--- src/rtl/display_scan_if.sv ---
// Bus between the display front-end controller and its host / segment decoder.
// The host loads a value; the controller returns status and the scanned digit.
interface display_scan_if;
  localparam int unsigned VAL_W   = 7;
  localparam int unsigned DIGIT_W = 4;
  localparam int unsigned AN_W    = 2;

  logic [VAL_W-1:0]   value_in;
  logic               load;
  logic               busy;
  logic               ovf;
  logic [DIGIT_W-1:0] digit_out;
  logic [AN_W-1:0]    anode_en;

  modport master (
    output value_in, load,
    input  busy, ovf, digit_out, anode_en
  );

  modport slave (
    input  value_in, load,
    output busy, ovf, digit_out, anode_en
  );
endinterface

--- src/rtl/display_scan_ctrl.sv ---
// Two-digit 7-segment front end: saturating binary-to-BCD conversion with a
// sequential double-dabble engine, then time-multiplexed digit/anode scan.
module display_scan_ctrl #(
  parameter int unsigned REFRESH_DIV = 50000,
  parameter bit          LZ_BLANK    = 1'b1
) (
  input  logic         clk,
  input  logic         rst_n,
  display_scan_if.slave bus
);

  localparam int unsigned VAL_W     = 7;
  localparam int unsigned BCD_W     = 8;
  localparam int unsigned NIB_W     = 4;
  localparam int unsigned STEP_W    = 3;
  localparam int unsigned CNT_W     = $clog2(REFRESH_DIV);
  localparam int unsigned MAX_VAL   = 99;
  localparam int unsigned LAST_STEP = VAL_W - 1;

  typedef enum logic {
    IDLE,
    CONV
  } state_e;

  state_e             state_q, state_d;
  logic [VAL_W-1:0]   bin_q, bin_d;
  logic [BCD_W-1:0]   bcd_q, bcd_d;
  logic [STEP_W-1:0]  step_q, step_d;
  logic [NIB_W-1:0]   tens_q, tens_d;
  logic [NIB_W-1:0]   units_q, units_d;
  logic               busy_q, busy_d;
  logic               ovf_q, ovf_d;
  logic [CNT_W-1:0]   cnt_q, cnt_d;
  logic               sel_q, sel_d;

  logic               over_c;
  logic [VAL_W-1:0]   sat_c;
  logic [NIB_W-2:0]   hi_adj_c;
  logic [NIB_W-1:0]   lo_adj_c;
  logic [BCD_W-1:0]   bcd_shift_c;
  logic [VAL_W-1:0]   bin_shift_c;

  // Saturate before conversion so the BCD result always fits two digits.
  always_comb begin
    over_c = (bus.value_in > VAL_W'(MAX_VAL));
    sat_c  = over_c ? VAL_W'(MAX_VAL) : bus.value_in;
  end

  // One double-dabble step: add-3 per nibble (no cross-nibble carry), then shift.
  // The tens nibble stays below 10, so its adjusted MSB is never shifted out.
  always_comb begin
    hi_adj_c    = (bcd_q[7:4] >= 4'd5) ? 3'(bcd_q[7:4] + 4'd3) : bcd_q[6:4];
    lo_adj_c    = (bcd_q[3:0] >= 4'd5) ? (bcd_q[3:0] + 4'd3) : bcd_q[3:0];
    bcd_shift_c = {hi_adj_c, lo_adj_c, bin_q[VAL_W-1]};
    bin_shift_c = {bin_q[VAL_W-2:0], 1'b0};
  end

  // Conversion FSM: next state and registered outputs.
  always_comb begin
    state_d = state_q;
    bin_d   = bin_q;
    bcd_d   = bcd_q;
    step_d  = step_q;
    tens_d  = tens_q;
    units_d = units_q;
    busy_d  = busy_q;
    ovf_d   = ovf_q;

    unique case (state_q)
      IDLE: begin
        busy_d = 1'b0;
        if (bus.load) begin
          bin_d   = sat_c;
          ovf_d   = over_c;
          bcd_d   = '0;
          step_d  = '0;
          busy_d  = 1'b1;
          state_d = CONV;
        end
      end
      CONV: begin
        bin_d  = bin_shift_c;
        bcd_d  = bcd_shift_c;
        step_d = step_q + STEP_W'(1);
        // Digits commit atomically on the final step so the display never tears.
        if (step_q == STEP_W'(LAST_STEP)) begin
          tens_d  = bcd_shift_c[7:4];
          units_d = bcd_shift_c[3:0];
          busy_d  = 1'b0;
          state_d = IDLE;
        end
      end
      default: begin
        state_d = IDLE;
        busy_d  = 1'b0;
      end
    endcase
  end

  always_ff @(posedge clk or negedge rst_n) begin
    if (!rst_n) begin
      state_q <= IDLE;
      bin_q   <= '0;
      bcd_q   <= '0;
      step_q  <= '0;
      tens_q  <= '0;
      units_q <= '0;
      busy_q  <= 1'b0;
      ovf_q   <= 1'b0;
    end else begin
      state_q <= state_d;
      bin_q   <= bin_d;
      bcd_q   <= bcd_d;
      step_q  <= step_d;
      tens_q  <= tens_d;
      units_q <= units_d;
      busy_q  <= busy_d;
      ovf_q   <= ovf_d;
    end
  end

  // Free-running scan counter; slot select toggles on each wrap.
  always_comb begin
    cnt_d = cnt_q + CNT_W'(1);
    sel_d = sel_q;
    if (cnt_q == CNT_W'(REFRESH_DIV - 1)) begin
      cnt_d = '0;
      sel_d = ~sel_q;
    end
  end

  always_ff @(posedge clk or negedge rst_n) begin
    if (!rst_n) begin
      cnt_q <= '0;
      sel_q <= 1'b0;
    end else begin
      cnt_q <= cnt_d;
      sel_q <= sel_d;
    end
  end

  // Output decode from registers only; a zero tens digit may be blanked.
  always_comb begin
    bus.busy      = busy_q;
    bus.ovf       = ovf_q;
    bus.digit_out = sel_q ? tens_q : units_q;
    if (!sel_q) begin
      bus.anode_en = 2'b01;
    end else if (LZ_BLANK && (tens_q == '0)) begin
      bus.anode_en = 2'b00;
    end else begin
      bus.anode_en = 2'b10;
    end
  end

endmodule

--- src/flat_wrapper.sv ---
// flat-port wrapper written by rule: the top's interface ports become plain ports
module display_scan_ctrl_flat 
#(
  parameter int unsigned REFRESH_DIV = 50000,
  parameter bit          LZ_BLANK    = 1'b1
)
  (clk, rst_n, bus_value_in, bus_load, bus_busy, bus_ovf, bus_digit_out, bus_anode_en);
  display_scan_if bus_i ();
  input  logic clk;
  input  logic rst_n;
  input wire logic [$bits(bus_i.value_in)-1:0] bus_value_in;
  input wire logic [$bits(bus_i.load)-1:0] bus_load;
  output wire logic [$bits(bus_i.busy)-1:0] bus_busy;
  output wire logic [$bits(bus_i.ovf)-1:0] bus_ovf;
  output wire logic [$bits(bus_i.digit_out)-1:0] bus_digit_out;
  output wire logic [$bits(bus_i.anode_en)-1:0] bus_anode_en;
  assign bus_i.value_in = bus_value_in;
  assign bus_i.load = bus_load;
  assign bus_busy = bus_i.busy;
  assign bus_ovf = bus_i.ovf;
  assign bus_digit_out = bus_i.digit_out;
  assign bus_anode_en = bus_i.anode_en;
  display_scan_ctrl #(.REFRESH_DIV(REFRESH_DIV), .LZ_BLANK(LZ_BLANK)) u_core (.clk(clk), .rst_n(rst_n), .bus(bus_i));
endmodule
--- config.mk ---
export PLATFORM = sky130hd
export DESIGN_NAME = display_scan_ctrl_flat
export DESIGN_NICKNAME = d
export VERILOG_FILES = /design/src/rtl/display_scan_if.sv /design/src/rtl/display_scan_ctrl.sv /design/src/flat_wrapper.sv
export SDC_FILE = /design/constraint.sdc
export NUM_CORES = 1
export LEC_CHECK = 0
export BUFFER_PORTS_ARGS = -buffer_cell sky130_fd_sc_hd__buf_4
export CORE_UTILIZATION = 50
export CTS_CLUSTER_DIAMETER = 200
export DETAILED_ROUTE_END_ITERATION = 6
export GPL_TIMING_DRIVEN = 1
export PLACE_DENSITY_LB_ADDON = 0.2
export REMOVE_ABC_BUFFERS = 1
export SLEW_MARGIN = 10
export SYNTH_ARGS = -nofsm -noshare
export SYNTH_HDL_FRONTEND = slang
export SYNTH_SLANG_ARGS = --single-unit
--- constraint.sdc ---
create_clock -name clk -period 1.5 [get_ports clk]
set_clock_uncertainty 0.05 [all_clocks]
set_input_delay 0 -clock clk [delete_from_list [all_inputs] [get_ports clk]]
set_output_delay 0 -clock clk [all_outputs]
set_load 0.05 [all_outputs]
# After elaboration in Yosys (flattened, before gate mapping)

Cells that the tools add are included.

Bitwise gates (word level): 2
Equality and inequality tests: 4
$lt $le $gt $ge: 3
Reductions and logical operators: 3
$add $sub $neg: 4
Muxes and demuxes: 18

Operator list:

| cell                  | count |
|---|---|
| $add 16x1->16 const B | 1 |
| $eq 16x16->1 const B  | 1 |
| $mux 16               | 1 |
| $pmux 8 s2            | 1 |
| $mux 7                | 2 |
| $pmux 7 s2            | 1 |
| $ge 4x3->1 const B    | 2 |
| $mux 4                | 2 |
| $mux 8                | 1 |
| $gt 7x7->1 const B    | 1 |
| $mux 3                | 2 |
| $pmux 3 s2            | 1 |
| $add 4x2->4 const B   | 1 |
| $logic_not 4->1       | 1 |
| $mux 2                | 2 |
| $ne 2x2->1 const B    | 2 |
| $pmux 1 s2            | 2 |
| $reduce_and 2->1      | 2 |
| $add 3x1->3 const B   | 1 |
| $add 3x2->3 const B   | 1 |
| $eq 3x3->1 const B    | 1 |
| $mux 1                | 3 |
| $not 1->1             | 2 |

Word-level logic and storage cells: 44
Output and inout bits: 8
Flip-flop bits (word level): 46

# Depth between registers and ports, before layout

Gate-level depths: netlist of the first run.

Word-level depth: 4
Gate-level depth with buffers: 6

# Least setup slack after synthesis of the first run

No wires, ideal clock.

Path type: reg-to-reg
From: register u_core.bcd_q[4]
To: register u_core.bcd_q[6]
Setup slack: -0.046 ns
Path buffers: 0
Library setup time: 0.083 ns
Stages on the path, launching flop included: 7
Arrival time: 1.413 ns
Cells stage by stage: dfrtp_1 > inv_1 > ha_1 > nand2b_1 > a21oi_1 > mux2_2 > o21ai_0

Cells in the longest elaborated chain, start to end: 3

RTL lines:

| element                                          | RTL line                 | RTL |
|---|---|---|
| start, declared                                  | display_scan_ctrl.sv:27  | `logic [BCD_W-1:0] bcd_q, bcd_d;` |
| start signal, assigned                           | display_scan_ctrl.sv:104 | `bcd_q <= '0;` |
| start signal, assigned                           | display_scan_ctrl.sv:113 | `bcd_q <= bcd_d;` |
| $ge 4x3->1 / $add 3x2->3 (equally long branches) | display_scan_ctrl.sv:52  | `hi_adj_c = (bcd_q[7:4] >= 4'd5) ? 3'(bcd_q[7:4] + 4'd3) : bcd_q[6:4];` |
| $mux 3 *                                         | display_scan_ctrl.sv:52  |  |
| $pmux 8 s2 *                                     | display_scan_ctrl.sv:69  | `unique case (state_q)` |

Mark *: on every way between the ends. The rest lies on a longest branch, timed or not.
A chain may end at the register's enable or synchronous reset.

# Final worst setup path of the first run

Same ends and word-level chain as after synthesis.

==> flow_summary.toml, run 1 <==
[floorplanning]
die_y_um = 68.1
fp.dieW_um = 68.1
io_pins = 18
die_area_um2 = 4640
core_area_um2 = 4090
row_count = 23
start_util_pct = 53.5

[timing]
rsz0062_at_grt = "yes"
finalHoldViolations = 0
drv_slew = 0
setup_viol = 0
relSlewSlack_pct = 62.8
layout_min_cycle_time_ns = 1.50
max_clock_freq_ghz = 0.667
worstMarginPinSlew_ns = 0.558
setup_tns_ns = 0
finalCritPeriodShare_pct = 99.9

[clocking]
clockRootBuffer = "clkbuf_8"
cts_tree = "yes"
clock_sinks = 46
htree_levels = 2
numCtsBuffers = 5
clk_path_buf_depth = 2
clk_latency_ns = 0.29
clk_pin_slew_worst_paths_ns = 0.07

[cells_and_area]
final_util_pct = 68.7
final_common_cell = "dfrtp_1"
finalNonFillerCells = 308
nets = 275
final_cell_mix = "dfrtp_1, buf_4, nand2_1"
fin_area_um2 = 2810
layout-drive-gt1-share_pct = 27.5
diodes = 0
area_growth_pct = 28.4

[placement]
place_area_um2 = 2510
portBuffers = 17
place_inst = 292
dp_hpwl_um = 2800
gp_congestion = 0.848

[grt]
first_global_vias = 1516
grt_max_degree = 47
track_usage_pct = 20.0
overflow = 0
grt_pass1_wl_um = 6750
antenna_found_initial = 0

[power_and_ir_drop]
switching_share_pct = 37.8
p_leak_nw = 1.27
p_total_mw = 4.81
clkPwrFrac_pct = 14.4
seqPwrFrac_pct = 39.8
power.density_nw_per_um2 = 1710
internal-power_mw = 2.99
ir_drop_v = 0.00128
pwr-share-comb_pct = 45.8
power.switching_mw = 1.82

[synthesis]
ys.warnings.count = 0
syn_area_per_cell_um2 = 10.4
postSynthCellCount = 211
yosysSeqAreaShare_pct = 52.6
synth_seq_cells = 46
synth_area_um2 = 2190
synthDistinctLibCells = 31

[detailed_routing]
drt_first_pass_iters = 4
avgRoutedWirePerCell_um = 13.3
drc_errors = 0
dr_total_vias = 1621
routed_wl_um = 4090
via_per_inst = 5.26
drt_iter0_markers = 58
drt.antenna.violating_nets = 0

[setup_path]
worstSetupStartpointType = "flip-flop"
path_class = "flip-flop to flip-flop"
cp_max_fo = 3
reg2reg_from = "u_core.bcd_q[4]$_DFFE_PN0P_"
critPathCaptureType = "flip-flop"
regToRegEndpoint = "u_core.bcd_q[6]$_DFFE_PN0P_"
r2r_setup_slack_ns = 0.0009
worst-r2r-cell-count = 5
cp.arrival_ns = 1.67
required_ns = 1.67

[worst_hold_path]
hold_path.class = "primary input to flip-flop"
min_from = "bus_value_in[1]"
hold_depth = 5
min_to = "u_core.bin_q[1]$_DFFE_PN0P_"

[run]
cap_violations = 0

[outcome]
status = "complete, no violations"
how the worst max path moves through the flow:
stage	start	endpoint	slack [ns]	depth (start not counted)
after CTS	u_core.bcd_q[4]$_DFFE_PN0P_	u_core.tens_q[2]$_DFFE_PN0P_	-0.006	5
after global routing	u_core.cnt_q[4]$_DFF_PN0_	u_core.sel_q$_DFFE_PN0N_	-0.04	5
after global placement	u_core.bcd_q[4]$_DFFE_PN0P_	u_core.tens_q[2]$_DFFE_PN0P_	0.006	5
after floorplan	u_core.state_q$_DFF_PN0_	u_core.bin_q[0]$_DFFE_PN0P_	-0.07	4
final	u_core.bcd_q[4]$_DFFE_PN0P_	u_core.bcd_q[6]$_DFFE_PN0P_	0.0009	5
after detailed placement	u_core.bcd_q[4]$_DFFE_PN0P_	u_core.bcd_q[6]$_DFFE_PN0P_	-0.10	5
cell usage after synthesis:
| cell type | n | share of area (%) |
|---|---|---|
| dfrtp_1 | 46 | 53 |
| mux2_2 | 7 | 3.6 |
| nor3_4 | 1 | 0.74 |
| o21a_1 | 1 | 0.34 |
| xnor2_1 | 12 | 4.8 |
| inv_1 | 10 | 1.7 |
| nand4_1 | 4 | 1.1 |
| nand2_1 | 24 | 4.1 |
| clkbuf_1 | 4 | 0.69 |
| nor4b_2 | 1 | 0.69 |
| o22ai_1 | 3 | 0.86 |
| nand2b_1 | 2 | 0.57 |
| nor2_1 | 15 | 2.6 |
| o21ai_0 | 17 | 3.9 |
| nand3_1 | 10 | 2.3 |
| a31oi_1 | 1 | 0.29 |
| buf_1 | 1 | 0.17 |
| o31ai_1 | 1 | 0.34 |
| nor2b_1 | 1 | 0.29 |
| or3_1 | 2 | 0.57 |
| nand3_2 | 1 | 0.46 |
| mux2i_1 | 5 | 2.3 |
| xor2_1 | 6 | 2.4 |
| a21oi_1 | 6 | 1.4 |
| nor4_1 | 4 | 1.1 |
| and3_1 | 1 | 0.29 |
| a21o_1 | 1 | 0.34 |
| nor3b_1 | 7 | 2.4 |
| a221o_1 | 3 | 1.4 |
| nor3_1 | 7 | 1.6 |
| ha_1 | 7 | 4.0 |
registers in the layout (all words and copies together), names as in the netlist:
name / count
u_core.units_q: 4
u_core.bus.ovf: 1
u_core.bcd_q: 8
u_core.tens_q: 4
u_core.step_q: 3
u_core.sel_q: 1
u_core.bus.busy: 1
u_core.state_q: 1
u_core.cnt_q: 16
u_core.bin_q: 7
layout make-up:
type | count | area, µm²
fillers | 321 | 1280
inverters | 10 | 37.5
flip-flops and latches | 46 | 1150
clock buffers | 7 | 76.3
well taps | 50 | 62.6
repair buffers | 45 | 370
multi-input cells | 150 | 1110
power groups by stage:
| stage | Sequential [mW] | Clock, mW | Combinational (mW) |
|---|---|---|---|
| 2_1_floorplan | 1.95 | 0 | 1.15 |
| 3_3_place_gp | 1.89 | 0 | 1.84 |
| 3_5_place_dp | 1.90 | 0 | 1.88 |
| 4_1_cts | 1.88 | 0.727 | 1.94 |
| 5_1_grt | 1.97 | 0.769 | 2.42 |
| 6_report | 1.91 | 0.693 | 2.20 |
metrics by stage:
step	hold WS [ns]	worst slack, ns
3_5_place_dp	-0.0156	-0.100
4_1_cts	0.00962	-0.00562
3_3_place_gp	-0.0136	0.00645
5_1_grt	0.0288	-0.0422
2_1_floorplan	-0.346	-0.0707
6_report	0.0145	0.000935
kinds of logic (layout without fill, tap and decap cells):
logic type	count (synthesis)	after routing	share of synthesized area, %
simple gates	80	80	18.9
fa+ha+maj	7	7	4.00
compound gates	33	33	8.81
mux	12	12	5.89
xor+xnor	18	18	7.21
flops	46	46	52.6
buf+inv	15	62	2.57
worst max-delay path, cell delays in order (launching register included):
cell and delay [ns]:
dfrtp_1 0.43, ha_4 0.18, nand2b_4 0.14, a21oi_4 0.16, mux2_4 0.33, o21ai_2 0.14
per-layer routing:
layer  vias to the layer above  global-route usage (%)  wire [µm]
met1                       765                    25.3       1890
met2                        22                    32.8       2030
met4                         0                    6.51         52
met5                         -                       0          0
met3                         7                    5.50        118
li1                        827                       -          -
what timing repair did:
action | 4_1_cts | 5_1_grt
setup buffers | 0 | 1
hold buffers | 8 | 0
setup endpoints to repair | 3 | 19
pin swaps | 1 | 6
endpoints found under the hold margin | 56 | 0
gates resized for setup | 4 | 25
Note: power is estimated with default switching activity, not from simulation.
==> run 2: changes to the inputs <==
==> constraint.sdc (replaced) <==
create_clock -name clk -period 1.55 [get_ports clk]
set_clock_uncertainty 0.05 [all_clocks]
set_input_delay 0 -clock clk [delete_from_list [all_inputs] [get_ports clk]]
set_output_delay 0 -clock clk [all_outputs]
set_load 0.05 [all_outputs]
==> flow_summary.toml, run 2 (same netlist as run 1, synthesis figures left out) <==
[outcome]
status = "complete, no violations"

[clocking]
clk_path_buf_depth = 2
cts_setup_buffers = 0
clock_sinks = 46
cts_tree = "yes"
clk_pin_slew_worst_paths_ns = 0.08
clk_latency_ns = 0.30
clockRootBuffer = "clkbuf_8"
numCtsBuffers = 5
htree_levels = 2

[cells_and_area]
top_regs = "u_core.cnt_q: 16 flops, u_core.bcd_q: 8 flops, u_core.bin_q: 7 flops"
largest_reg_flops = 16
diodes = 0
finalNonFillerCells = 305
nets = 272
final_common_cell = "dfrtp_1"
top_register = "u_core.cnt_q"
final_cell_mix = "dfrtp_1, buf_4, nand2_1"
area_growth_pct = 23.9
layout-drive-gt1-share_pct = 23.1

[worst_hold_path]
hold_path.class = "primary input to asynchronous set/reset pin"

[timing]
drv_slew = 0
worstMarginPinSlew_ns = 0.585
finalCritPeriodShare_pct = 95.8
max_clock_freq_ghz = 0.673
fin_ws_ns = 0.0648
finalHoldViolations = 0
setup_viol = 0
relSlewSlack_pct = 61.0
layout_min_cycle_time_ns = 1.49

[placement]
portBuffers = 17
place_inst = 289
gp_congestion = 0.811
dp_slack_ns = 0.00941
dp_hpwl_um = 2800

[power_and_ir_drop]
power.density_nw_per_um2 = 1680
ir_drop_v = 0.00113
p_leak_nw = 1.25

[grt]
busiest_layer = "met2"
grt_pass1_wl_um = 6720
track_usage_pct = 20.0
first_global_vias = 1477
overflow = 0
grtUsageMet3_pct = 4.00
grt_use_met2_pct = 32.1
antenna_found_initial = 0
gr-usage-met1_pct = 26.0
grt_max_degree = 47

[setup_path]
cp_cell_sequence = "inv_2 -> ha_1 -> nand2b_4 -> a21oi_4 -> mux2i_2 -> mux2_2"
startpoint = "u_core.bcd_q[1]$_DFFE_PN0P_"
critPathBufInv = 1
path_class = "flip-flop to flip-flop"
required_ns = 1.74
cp.arrival_ns = 1.68
critPathSlowestCell = "dfrtp_1"
worstSetupStartpointType = "flip-flop"
reg2reg_from = "u_core.bcd_q[1]$_DFFE_PN0P_"
critical-path-max-stage-delay_ns = 0.38
critPathCaptureType = "flip-flop"
crit_family = "multiplexers"
cp_max_fo = 3

[floorplanning]
die_area_um2 = 4640
die_y_um = 68.1
core_area_um2 = 4090
io_pins = 18
fp.dieW_um = 68.1
start_util_pct = 53.5
row_count = 23

[detailed_routing]
routed_wl_um = 4230
drt_iter0_markers = 49
avgRoutedWirePerCell_um = 13.9
dr_total_vias = 1602
drt_first_pass_iters = 4
drt.antenna.violating_nets = 0
via_per_inst = 5.25
drc_errors = 0

[run]
cap_violations = 0
==> run 2: final cells by class <==
class	count	area (µm²)
fill	338	1380
sequential	46	1150
multi-input combinational	150	1040
timing repair buffer	42	338
clock buffer	5	68.8
tap	50	62.6
inverter	10	37.5
clock inverter	2	10.0
==> run 2: worst paths after layout <==
| path | end | slack, ns | cells past startpoint |
|---|---|---|---|
| setup / recovery | u_core.units_q[2]$_DFFE_PN0P_ | 0.06 | 6 |
| hold / removal | u_core.sel_q$_DFFE_PN0N_ | 0.19 | 2 |
| setup reg to reg | u_core.units_q[2]$_DFFE_PN0P_ | 0.06 | 6 |
| hold reg to reg | u_core.bin_q[5]$_DFFE_PN0P_ | 0.44 | 2 |
| max in group asynchronous | u_core.bus.busy$_DFFE_PN0P_ | 0.87 | 2 |
| min in group clk | u_core.bin_q[4]$_DFFE_PN0P_ | 0.43 | 3 |
==> run 2: per-layer routing <==
metal  part of all wire [%]  vias to the layer above  routed length, µm
met5                      0                        -                  0
met4                    1.8                        0                 75
met3                    2.1                        7                 88
met2                     48                       20               2050
met1                     48                      754               2020
li1                       -                      821                  -
==> run 2: through the flow <==
stage / hold slack (ns) / total power [mW] / instance area (µm²) / TNS (ns) / util [%]
6_report: 0.193 / 4.56 / 2710 / 0 / 66.3
5_1_grt: 0.262 / 4.86 / 2710 / -0.0130 / 66.3
4_1_cts: 0.207 / 4.37 / 2660 / 0 / 65.0
3_5_place_dp: -0.0128 / 3.64 / 2480 / 0 / 60.7
3_3_place_gp: -0.0156 / 3.58 / 2480 / 0 / 60.7
2_1_floorplan: -0.346 / 3.00 / 2170 / -0.0207 / -
==> run 2: power by group <==
part / switching [mW] / internal (mW) / total [mW]
Combinational: 1.08 / 0.957 / 2.03
Sequential: 0.281 / 1.55 / 1.83
Clock: 0.388 / 0.303 / 0.691
Total: 1.75 / 2.81 / 4.56
==> run 2: repair_timing <==
action	4_1_cts	5_1_grt
hold endpoints to repair	57	0
endpoints found under the setup margin	2	11
resized for setup	2	12
hold buffers	9	0
pin swaps	0	2
==> run 2: worst register-to-register path: cells and delay by family (launching register included) <==
kind / cells / cell delay (ns)
AOI/OAI and AO/OA: 1 / 0.14
muxes: 2 / 0.45
adders and majority gates: 1 / 0.18
and+or+nand+nor: 1 / 0.15
buffers and inverters: 1 / 0.07
DFF: 1 / 0.38
==> run 3: changes to the inputs <==
--- a/config.mk
+++ b/config.mk
@@ -6,12 +6,12 @@
 export NUM_CORES = 1
 export LEC_CHECK = 0
 export BUFFER_PORTS_ARGS = -buffer_cell sky130_fd_sc_hd__buf_4
+export CORE_MARGIN = 2
 export CORE_UTILIZATION = 50
 export CTS_CLUSTER_DIAMETER = 200
 export DETAILED_ROUTE_END_ITERATION = 6
 export GPL_TIMING_DRIVEN = 1
 export PLACE_DENSITY_LB_ADDON = 0.2
-export REMOVE_ABC_BUFFERS = 1
 export SLEW_MARGIN = 10
 export SYNTH_ARGS = -nofsm -noshare
 export SYNTH_HDL_FRONTEND = slang
==> flow_summary.toml, run 3 (same netlist as run 1, synthesis figures left out) <==
[detailed_routing]
via_per_inst = 5.23
drt.antenna.violating_nets = 0
routed_wl_um = 3950
drt_iter0_markers = 72
avgRoutedWirePerCell_um = 12.8
drc_errors = 0
drt_first_pass_iters = 4
dr_total_vias = 1612

[cells_and_area]
final_cell_mix = "dfrtp_1, buf_4, nand2_1"
layout-drive-gt1-share_pct = 21.9
finalNonFillerCells = 308
fillCellCount = 361
final_common_cell = "dfrtp_1"
fin_area_um2 = 2700
top_register = "u_core.cnt_q"
final_util_pct = 62.9
seq_area_um2 = 1150
nets = 272
top_regs = "u_core.cnt_q: 16 flops, u_core.bcd_q: 8 flops, u_core.bin_q: 7 flops"
multi_input_area_um2 = 1000
diodes = 0
area_growth_pct = 23.6
largest_reg_flops = 16

[setup_path]
critical-path-max-stage-delay_ns = 0.43
critPathSlowestCell = "dfrtp_1"
crit_family = "simple AND/OR/NAND/NOR gates"
required_ns = 1.68
cp_max_fo = 5
path_class = "flip-flop to flip-flop"
cp.arrival_ns = 1.61
critPathBufInv = 0
worstSetupStartpointType = "flip-flop"
cp_cell_sequence = "nand4_1 -> nor4_1 -> xnor2_1 -> nor2_1"
critPathCaptureType = "flip-flop"

[power_and_ir_drop]
pwr-share-comb_pct = 41.8
power.switching_mw = 1.62
p_leak_nw = 1.25
seqPwrFrac_pct = 41.6
power.density_nw_per_um2 = 1630
switching_share_pct = 36.8
p_total_mw = 4.40
ir_drop_v = 0.00137
clkPwrFrac_pct = 16.6
internal-power_mw = 2.78

[grt]
overflow = 0
gr-usage-met1_pct = 25.2
grt_use_met2_pct = 26.9
antenna_found_initial = 0
grt_pass1_wl_um = 7010
first_global_vias = 1599
grt_max_degree = 47
track_usage_pct = 17.7
busiest_layer = "met2"
grtUsageMet3_pct = 4.33

[clocking]
numCtsBuffers = 5
clk_path_buf_depth = 2
htree_levels = 2
clockRootBuffer = "clkbuf_8"
clock_sinks = 46
cts_tree = "yes"
clk_latency_ns = 0.29
clk_pin_slew_worst_paths_ns = 0.08

[placement]
portBuffers = 17
dp_hpwl_um = 2710
place_inst = 290
dp_slack_ns = 0.0128
place_area_um2 = 2490
gp_congestion = 0.856

[timing]
layout_min_cycle_time_ns = 1.48
finalHoldViolations = 0
rsz0062_at_grt = "yes"
max_clock_freq_ghz = 0.675
holdWs_ns = 0.188
finalCritPeriodShare_pct = 95.6
setup_tns_ns = 0
setup_viol = 0
fin_ws_ns = 0.0681
worstMarginPinSlew_ns = 0.562
drv_slew = 0
relSlewSlack_pct = 62.5

[floorplanning]
core_area_um2 = 4290
start_util_pct = 50.9
row_count = 24
fp.dieW_um = 70.1
die_area_um2 = 4920
io_pins = 18
die_y_um = 70.1

[worst_hold_path]
hold_path.class = "primary input to asynchronous set/reset pin"

[run]
cap_violations = 0

[outcome]
status = "complete, no violations"

[synthesis]
syn-num-nets = 228
[run 3: final timing paths]
path                            slack [ns]  depth (start not counted)                        start                           to
max in group asynchronous             0.88                          2                        rst_n   u_core.cnt_q[14]$_DFF_PN0_
worst max register to register        0.07                          4    u_core.cnt_q[7]$_DFF_PN0_   u_core.cnt_q[15]$_DFF_PN0_
worst max-delay path                  0.07                          4    u_core.cnt_q[7]$_DFF_PN0_   u_core.cnt_q[15]$_DFF_PN0_
worst min register to register        0.43                          2  u_core.bin_q[4]$_DFFE_PN0P_  u_core.bin_q[5]$_DFFE_PN0P_
worst min-delay path                  0.19                          2                        rst_n  u_core.bcd_q[3]$_DFFE_PN0P_
min in group clk                      0.43                          2  u_core.bin_q[4]$_DFFE_PN0P_  u_core.bin_q[5]$_DFFE_PN0P_
[run 3: worst register-to-register path, delay by kind of cell (launching register included)]
family | cells | cell delay [ns]
simple gates | 3 | 0.71
flops | 1 | 0.43
xor+xnor | 1 | 0.18
[run 3: per-layer routing]
metal	wire length, µm	share of wire [%]	up-vias
met5	0	0	-
met4	71	1.8	0
met3	129	3.3	8
met2	1760	44	28
met1	1990	50	755
li1	-	-	821
[run 3: area by class of cell]
type	count	share of cell area, %
Tap cell	52	2.41
Multi-Input combinational cell	150	37.1
Clock buffer	7	3.19
Inverter	10	1.39
Sequential cell	46	42.6
Timing Repair Buffer	42	13.1
Clock inverter	1	0.185
[run 3: power groups by stage]
| stage | sequential, mW | combinational, mW | clock (mW) |
|---|---|---|---|
| 2_1_floorplan | 1.84 | 1.19 | 0 |
| 3_3_place_gp | 1.84 | 1.74 | 0 |
| 3_5_place_dp | 1.84 | 1.78 | 0 |
| 4_1_cts | 1.82 | 1.81 | 0.764 |
| 5_1_grt | 1.88 | 2.05 | 0.821 |
| 6_report | 1.83 | 1.84 | 0.730 |
[run 3: repair_timing]
item	in CTS	in global routing
hold endpoints to repair	57	0
hold buffers	9	0
pin swaps	0	2
gates resized for setup	1	9
cloned	0	0
buffers inserted	0	1
endpoints found under the setup margin	1	11
